## src/rtl/id_ex_latch_pkg.sv

```systemverilog
// Shared widths and encodings for the ID/EX pipeline register and its neighbours.
package id_ex_latch_pkg;
  localparam int DATA_SIZE      = 32;
  localparam int REG_ADDR_SIZE  = 5;
  localparam int OPCODE_SIZE    = 6;
  localparam int FUNC_CODE_SIZE = 6;

  localparam logic [OPCODE_SIZE-1:0]    RTYPE_OPCODE = 6'b000000;
  localparam logic [FUNC_CODE_SIZE-1:0] SLL_FCODE    = 6'b000000;

  typedef enum logic [1:0] {
    BHW_BYTE = 2'b00,
    BHW_HALF = 2'b01,
    BHW_WORD = 2'b10
  } bhw_e;
endpackage

```

## src/rtl/id_ex_latch_pipe_reg.sv

```systemverilog
// Generic pipeline register: async reset, hold on !i_enable, synchronous clear to zero.
module pipe_reg #(
  parameter int WIDTH = 8
) (
  input  logic             i_clk,
  input  logic             i_reset,
  input  logic             i_enable,
  input  logic             i_clear,
  input  logic [WIDTH-1:0] i_d,
  output logic [WIDTH-1:0] o_q
);
  logic [WIDTH-1:0] data_q;

  always_ff @(posedge i_clk or posedge i_reset) begin
    if (i_reset)
      data_q <= '0;
    else if (i_enable) begin
      if (i_clear)
        data_q <= '0;
      else
        data_q <= i_d;
    end
  end

  assign o_q = data_q;
endmodule

```

## src/rtl/id_ex_latch.sv

```systemverilog
// ID/EX pipeline register: one-cycle capture of decoded operands and control,
// with freeze (hold) and bubble (canonical SLL r0 NOP, o_valid=0).
module id_ex_latch
  import id_ex_latch_pkg::*;
#(
  parameter int DATA_SIZE_P      = DATA_SIZE,
  parameter int REG_ADDR_SIZE_P  = REG_ADDR_SIZE,
  parameter int OPCODE_SIZE_P    = OPCODE_SIZE,
  parameter int FUNC_CODE_SIZE_P = FUNC_CODE_SIZE
) (
  input  logic                        i_clk,
  input  logic                        i_reset,
  input  logic                        i_enable,
  input  logic                        i_flush,
  input  logic [DATA_SIZE_P-1:0]      i_pc_plus4,
  input  logic [DATA_SIZE_P-1:0]      i_data_a,
  input  logic [DATA_SIZE_P-1:0]      i_data_b,
  input  logic [DATA_SIZE_P-1:0]      i_immediate,
  input  logic [REG_ADDR_SIZE_P-1:0]  i_shamt,
  input  logic [REG_ADDR_SIZE_P-1:0]  i_rs,
  input  logic [REG_ADDR_SIZE_P-1:0]  i_rt,
  input  logic [REG_ADDR_SIZE_P-1:0]  i_rd,
  input  logic [OPCODE_SIZE_P-1:0]    i_opcode,
  input  logic [FUNC_CODE_SIZE_P-1:0] i_funct_code,
  input  logic                        i_reg_dst,
  input  logic                        i_alu_src,
  input  logic                        i_mem_read,
  input  logic                        i_mem_write,
  input  logic                        i_mem_to_reg,
  input  logic                        i_reg_write,
  input  logic                        i_signed,
  input  logic                        i_halt,
  input  logic [1:0]                  i_bhw_type,
  output logic [DATA_SIZE_P-1:0]      o_pc_plus4,
  output logic [DATA_SIZE_P-1:0]      o_data_a,
  output logic [DATA_SIZE_P-1:0]      o_data_b,
  output logic [DATA_SIZE_P-1:0]      o_immediate,
  output logic [REG_ADDR_SIZE_P-1:0]  o_shamt,
  output logic [REG_ADDR_SIZE_P-1:0]  o_rs,
  output logic [REG_ADDR_SIZE_P-1:0]  o_rt,
  output logic [REG_ADDR_SIZE_P-1:0]  o_rd,
  output logic [OPCODE_SIZE_P-1:0]    o_opcode,
  output logic [FUNC_CODE_SIZE_P-1:0] o_funct_code,
  output logic                        o_reg_dst,
  output logic                        o_alu_src,
  output logic                        o_mem_read,
  output logic                        o_mem_write,
  output logic                        o_mem_to_reg,
  output logic                        o_reg_write,
  output logic                        o_signed,
  output logic                        o_halt,
  output logic [1:0]                  o_bhw_type,
  output logic                        o_valid
);
  localparam int DATA_W = 4 * DATA_SIZE_P;
  localparam int REGS_W = 4 * REG_ADDR_SIZE_P;
  localparam int OP_W   = OPCODE_SIZE_P + FUNC_CODE_SIZE_P;
  localparam int CTRL_W = 8 + 2 + 1;

  localparam logic [OPCODE_SIZE_P-1:0]    BUBBLE_OP = OPCODE_SIZE_P'(RTYPE_OPCODE);
  localparam logic [FUNC_CODE_SIZE_P-1:0] BUBBLE_FN = FUNC_CODE_SIZE_P'(SLL_FCODE);

  logic [DATA_W-1:0] data_d, data_q;
  logic [REGS_W-1:0] regs_d, regs_q;
  logic [OP_W-1:0]   op_d,   op_q;
  logic [CTRL_W-1:0] ctrl_d, ctrl_q;

  assign data_d = {i_pc_plus4, i_data_a, i_data_b, i_immediate};
  assign regs_d = {i_shamt, i_rs, i_rt, i_rd};
  // Bubble opcode/funct are injected here rather than cleared, so a non-zero NOP encoding still works.
  assign op_d   = i_flush ? {BUBBLE_OP, BUBBLE_FN} : {i_opcode, i_funct_code};
  assign ctrl_d = {i_reg_dst, i_alu_src, i_mem_read, i_mem_write, i_mem_to_reg,
                   i_reg_write, i_signed, i_halt, i_bhw_type, 1'b1};

  pipe_reg #(.WIDTH(DATA_W)) u_data (
    .i_clk(i_clk), .i_reset(i_reset), .i_enable(i_enable), .i_clear(i_flush),
    .i_d(data_d), .o_q(data_q)
  );

  pipe_reg #(.WIDTH(REGS_W)) u_regs (
    .i_clk(i_clk), .i_reset(i_reset), .i_enable(i_enable), .i_clear(i_flush),
    .i_d(regs_d), .o_q(regs_q)
  );

  pipe_reg #(.WIDTH(OP_W)) u_op (
    .i_clk(i_clk), .i_reset(i_reset), .i_enable(i_enable), .i_clear(1'b0),
    .i_d(op_d), .o_q(op_q)
  );

  pipe_reg #(.WIDTH(CTRL_W)) u_ctrl (
    .i_clk(i_clk), .i_reset(i_reset), .i_enable(i_enable), .i_clear(i_flush),
    .i_d(ctrl_d), .o_q(ctrl_q)
  );

  assign {o_pc_plus4, o_data_a, o_data_b, o_immediate} = data_q;
  assign {o_shamt, o_rs, o_rt, o_rd}                   = regs_q;
  assign {o_opcode, o_funct_code}                      = op_q;
  assign {o_reg_dst, o_alu_src, o_mem_read, o_mem_write, o_mem_to_reg,
          o_reg_write, o_signed, o_halt, o_bhw_type, o_valid} = ctrl_q;
endmodule

```

## config.mk

```make
export PLATFORM = sky130hd
export DESIGN_NAME = id_ex_latch
export DESIGN_NICKNAME = d
export VERILOG_FILES = /design/src/rtl/id_ex_latch_pkg.sv /design/src/rtl/id_ex_latch_pipe_reg.sv /design/src/rtl/id_ex_latch.sv
export SDC_FILE = /design/constraint.sdc
export NUM_CORES = 1
export LEC_CHECK = 0
export BUFFER_PORTS_ARGS = -buffer_cell sky130_fd_sc_hd__buf_2
export CAP_MARGIN = 20
export CORE_UTILIZATION = 35
export CTS_CLUSTER_DIAMETER = 150
export DETAILED_ROUTE_END_ITERATION = 6
export PLACE_DENSITY = 0.65
export SLEW_MARGIN = 20
export SYNTH_ARGS = -nofsm -noshare
export SYNTH_HDL_FRONTEND = slang
export SYNTH_SLANG_ARGS = --single-unit
```

## constraint.sdc

```tcl
create_clock -name i_clk -period 5.7 [get_ports i_clk]
set_input_delay 0.57 -clock i_clk [delete_from_list [all_inputs] [get_ports i_clk]]
set_output_delay 0.57 -clock i_clk [all_outputs]
set_load 0.02 [all_outputs]
```

# Word level (Yosys, flattened, before mapping)
# Index checks and enable logic that the tools add are counted.
# totals
regBits	171
inputBits	174
out_inout_bits	171
elab_cells	8
# classes
mux	4
# ops
operator	n
$mux W128	1
$mux W20	1
$mux W12	1
$mux W11	1

# Longest topological paths before layout
# logic_depth
word_depth	1
ltp_mapped	5
mapped_depth_nobuf	2

# Cells and area by module
# From an unflattened synthesis, not the netlist that was laid out.
# hier_totals
hier_cells	409
area_unflattened_um2	6266.0
# by_module_without_submodules
module	n_inst	cells_each	area_per_inst_um2	seq_area_each_um2
pipe_reg (u_data)	1	288	4520.6	3203.1
pipe_reg (u_regs)	1	48	733.2	500.5
pipe_reg (u_op)	1	30	459.2	300.3
pipe_reg (u_ctrl)	1	28	419.2	275.3
id_ex_latch	1	15	133.9	0.0

# Least setup slack after synthesis
# No wires, ideal clock.
# synth_path
kind	input port to flip-flop
from	input i_enable
to	register u_data.data_q[57] (netlist: u_data.o_q[57])
setup_ns	0.121
arrival_ns	1.270
t_required_ns	5.579
setup_slack_ns	4.309
path_stages	5
path_buffers	3
path_cell_list	nor2b_2 -> buf_6 -> buf_6 -> buf_6 -> a22o_1
# synth_rtl
element	line	text
start: declaration	id_ex_latch.sv:13	input logic i_enable,
end signal: assignment	id_ex_latch_pipe_reg.sv:21	data_q <= i_d;
end: declaration	id_ex_latch_pipe_reg.sv:12	logic [WIDTH-1:0] data_q;

# Final worst setup path
# layout_path
from	input i_enable
to	register u_regs.data_q[18] (netlist: u_regs.o_q[18])
# layout_rtl
element	line
end signal: assignment	id_ex_latch_pipe_reg.sv:21
end: declaration	id_ex_latch_pipe_reg.sv:12
# No word-level cell between the ends.

==> flow_summary.yaml <==
run_status:
  status: "completed"
worst_setup_path:
  worstSetupPathType: "input pin to flip-flop"
  setup.worst_path.start_class: "input pin"
  ff2ff_setup_slack_ns: 4.95
  worst_setup_path_end_kind: "flip-flop"
  crit_path_top_delay_cell: "sky130_fd_sc_hd__buf_4"
  critical_path.endpoint: "u_regs.o_q[18]"
  cp_max_fo: 88
  critical_path.cell_chain: "buf_2 -> inv_4 -> buf_4 -> a22o_1"
  worst_r2r_path_depth: 1
  crit-reg2reg-capture: "u_regs.o_q[10]"
  path_delay_family: "buffers and inverters"
  reg_to_reg_startpoint: "u_regs.o_q[10]"
  worst-endpoint-arrival_ns: 2.49
  timing.critical_path.depth: 4
  critical_path.n_buffers_inverters: 3
  critical_path_launch_point: "i_enable"
  worst-endpoint-required_ns: 6.05
  critPathMaxStageDelay_ns: 0.79
pwr:
  cell_int_power_mw: 2.11
  part_of_the_total_power_dissipated_in_combinational_logic_pct: 15.3
  vdd.ir_drop.worst_uv: 192
  pwr-share-seq_pct: 46.6
  switching_power_mw: 0.803
  switching_share_pct: 27.5
  p_leak_nw: 4.69
  p_per_area_mw_per_mm2: 347
  clock_power_share_pct: 38.1
  power_mw: 2.92
clocking:
  cts.clk_slew.worst_paths_ns: 0.06
  clock_sink_count: 171
  cts_tree: "done"
  total_clock_buffers_created_by_cts: 17
  clk_latency_ns: 0.41
  cts_resized: 0
  cts_buffer_depth: 2
  cts.htree.levels: 4
  cts_setup_buffers: 0
  cts_hold_repair.buffers: 0
  cts_root_buffer: "sky130_fd_sc_hd__clkbuf_16"
timing:
  timing.final.setup_violations: 0
  skew_ns: 0
  fmaxAchievable_mhz: 466
  totalNegativeSetupSlack_ns: 0
  timing.final.crit_share_pct: 37.6
  timing.final.crit_period_ns: 2.14
  timing.final.hold_violations: 0
  fin_hold_ws_ns: 0.344
  setup_repair_after_global_routing_missed_its_margin: "no"
  worstMarginPinSlew_ns: 0.918
  slew_headroom_pct: 38.8
  drv_slew: 0
synth:
  largest_family_of_logic_cells_by_synthesized_area: "compound AO/OA/AOI/OAI gates"
  synth.top_cell.area_share_pct: 70.8
  synth_adder_area_share_pct: 0
  total_nets_after_synthesis: 557
  synthesis.area_per_instance_um2: 15.8
  netlist-cell-type-count: 12
  yosys_warnings: 0
  netlist_top_cells_area: "sky130_fd_sc_hd__dfrtp_1 (71%), sky130_fd_sc_hd__a22o_1 (24%), sky130_fd_sc_hd__buf_6 (2.2%)"
  synthesized_area_fraction_occupied_by_and_or_nand_nor_cells_pct: 0.207
  netlist_instances: 383
  ys_seq_elements: 171
  synthDominantAreaCellType: "sky130_fd_sc_hd__dfrtp_1"
  synth_area_in_compound_gates_pct: 24.8
  synth_seq_area_share_pct: 70.8
  synth_xor_xnor_area_share_pct: 0
  post_synth_instance_area_mm2: 0.00604
  synth.area.mux_share_pct: 0
layout:
  layout.cells.non_filler: 945
  antenna_cells: 0
  fraction_of_final_layout_cells_with_drive_strength_greater_than_1_pct: 52.6
  nNetsFinal: 887
  syn2layout_area_growth_pct: 39.1
  final_area_mm2: 0.00841
placement:
  placedInstanceArea_mm2: 0.00784
  io_buffers: 344
  detailedPlacementHpwl_um: 11700
  gp_congestion: 0.820
  dp.cells: 914
route:
  met3WireLength_um: 1310
  met2RoutedLength_um: 8310
  postRouteAntennaNets: 0
  highest_layer: "met4"
  route.vias.total: 4727
  drt_first_iter_violations: 230
  via_per_inst: 5.00
  count_of_unresolved_drc_violations_after_routing: 0
  detail_route.first_pass.iterations: 6
  route.detailed.wl_per_inst_um: 17.7
  route.layer.met1.wl_um: 6650
  totalWireLength_um: 16700
grt:
  grt_pass1_vias: 5036
  initial_antenna_violation_count: 0
  largest_net_degree_at_the_start_of_global_routing: 103
  wire_length_of_the_first_global_routing_pass_um: 26300
  grt.overflow.total: 0
  track_usage_pct: 18.9
die:
  core_mm2: 0.0167
  floorplan.die.width_um: 133
  design.portCount: 345
  die_area_mm2: 0.0178
  floorplan.die.height_um: 133
  initial_core_util_pct: 36.2
  row_count: 47
job:
  max_cap_violations: 0
min_path:
  worst_hold_path_type: "input pin to asynchronous set/reset pin"
sequential cells by signal (all words and copies together) (netlist names):
register and flops:
u_data.o_q 128, u_ctrl.o_q 11, u_regs.o_q 20, u_op.o_q 12
Yosys cell counts:
| library cell | number |
|---|---|
| sky130_fd_sc_hd__a21o_1 | 1 |
| sky130_fd_sc_hd__a22o_1 | 169 |
| sky130_fd_sc_hd__buf_2 | 13 |
| sky130_fd_sc_hd__buf_4 | 1 |
| sky130_fd_sc_hd__buf_6 | 12 |
| sky130_fd_sc_hd__clkbuf_1 | 11 |
| sky130_fd_sc_hd__dfrtp_1 | 171 |
| sky130_fd_sc_hd__inv_1 | 1 |
| sky130_fd_sc_hd__inv_2 | 1 |
| sky130_fd_sc_hd__nand2_1 | 1 |
| sky130_fd_sc_hd__nor2b_2 | 1 |
| sky130_fd_sc_hd__o2bb2ai_1 | 1 |
per-layer routing:
| layer | GRT usage [%] | up-vias |
|---|---|---|
| li1 | - | 2143 |
| met1 | 22.5 | 2311 |
| met2 | 31.9 | 243 |
| met3 | 5.37 | 30 |
| met4 | 8.27 | 0 |
| met5 | 0 | - |
power groups by stage:
stage                     logic [mW]  registers (mW)  clock network (mW)
after floorplan                0.143            1.50                   0
after global placement         0.439            1.38                   0
after detailed placement       0.451            1.38                   0
after CTS                      0.451            1.36                1.14
after global routing           0.477            1.37                1.20
final                          0.445            1.36                1.11
through the flow:
step	utilization, %	worst slack, ns
floorplan	-	0.498
global placement	46.9	3.30
detailed placement	46.9	3.18
CTS	50.3	3.62
global route	50.3	3.45
finish	50.3	3.56
layout make-up:
type	instances	area, um2
Tap cell	220	275
Clock buffer	20	457
Fill cell	1499	8300
Clock inverter	11	114
Sequential cell	171	4280
Multi-Input combinational cell	173	1510
Timing Repair Buffer	348	1750
Inverter	2	15.0
logic make-up (layout without fill, tap and decap cells):
family / after synthesis / count (layout)
AND/OR/NAND/NOR: 2 / 2
buffers and inverters: 39 / 381
flip-flops: 171 / 171
AO/OA/AOI/OAI: 171 / 171
how the worst min path moves through the flow:
stage | start | depth (start not counted) | end
4_1_cts | i_rd[1] | 2 | u_regs.o_q[1]
3_5_place_dp | u_ctrl.o_q[0] | 1 | u_ctrl.o_q[0]
3_3_place_gp | u_ctrl.o_q[0] | 1 | u_ctrl.o_q[0]
6_report | i_reset | 2 | u_data.o_q[92]
2_1_floorplan | u_ctrl.o_q[4] | 1 | u_ctrl.o_q[4]
5_1_grt | i_rd[0] | 2 | u_regs.o_q[0]
layout by cell type (no fill, tap or decap):
| cell type | Yosys | routed |
|---|---|---|
| sky130_fd_sc_hd__inv_6 | 0 | 4 |
| sky130_fd_sc_hd__buf_4 | 1 | 4 |
| sky130_fd_sc_hd__dfrtp_1 | 171 | 171 |
| sky130_fd_sc_hd__a22o_1 | 169 | 169 |
| sky130_fd_sc_hd__clkbuf_16 | 0 | 17 |
| sky130_fd_sc_hd__nand2_1 | 1 | 1 |
| sky130_fd_sc_hd__nor2b_4 | 0 | 1 |
| sky130_fd_sc_hd__clkinv_4 | 0 | 4 |
| sky130_fd_sc_hd__a21o_1 | 1 | 1 |
| sky130_fd_sc_hd__buf_2 | 13 | 344 |
| sky130_fd_sc_hd__clkinvlp_4 | 0 | 3 |
| sky130_fd_sc_hd__clkbuf_8 | 0 | 2 |
| sky130_fd_sc_hd__bufinv_16 | 0 | 1 |
| sky130_fd_sc_hd__clkbuf_1 | 11 | 1 |
| sky130_fd_sc_hd__inv_4 | 0 | 1 |
| sky130_fd_sc_hd__o2bb2ai_1 | 1 | 1 |
Power figures use the tool's default switching activity.
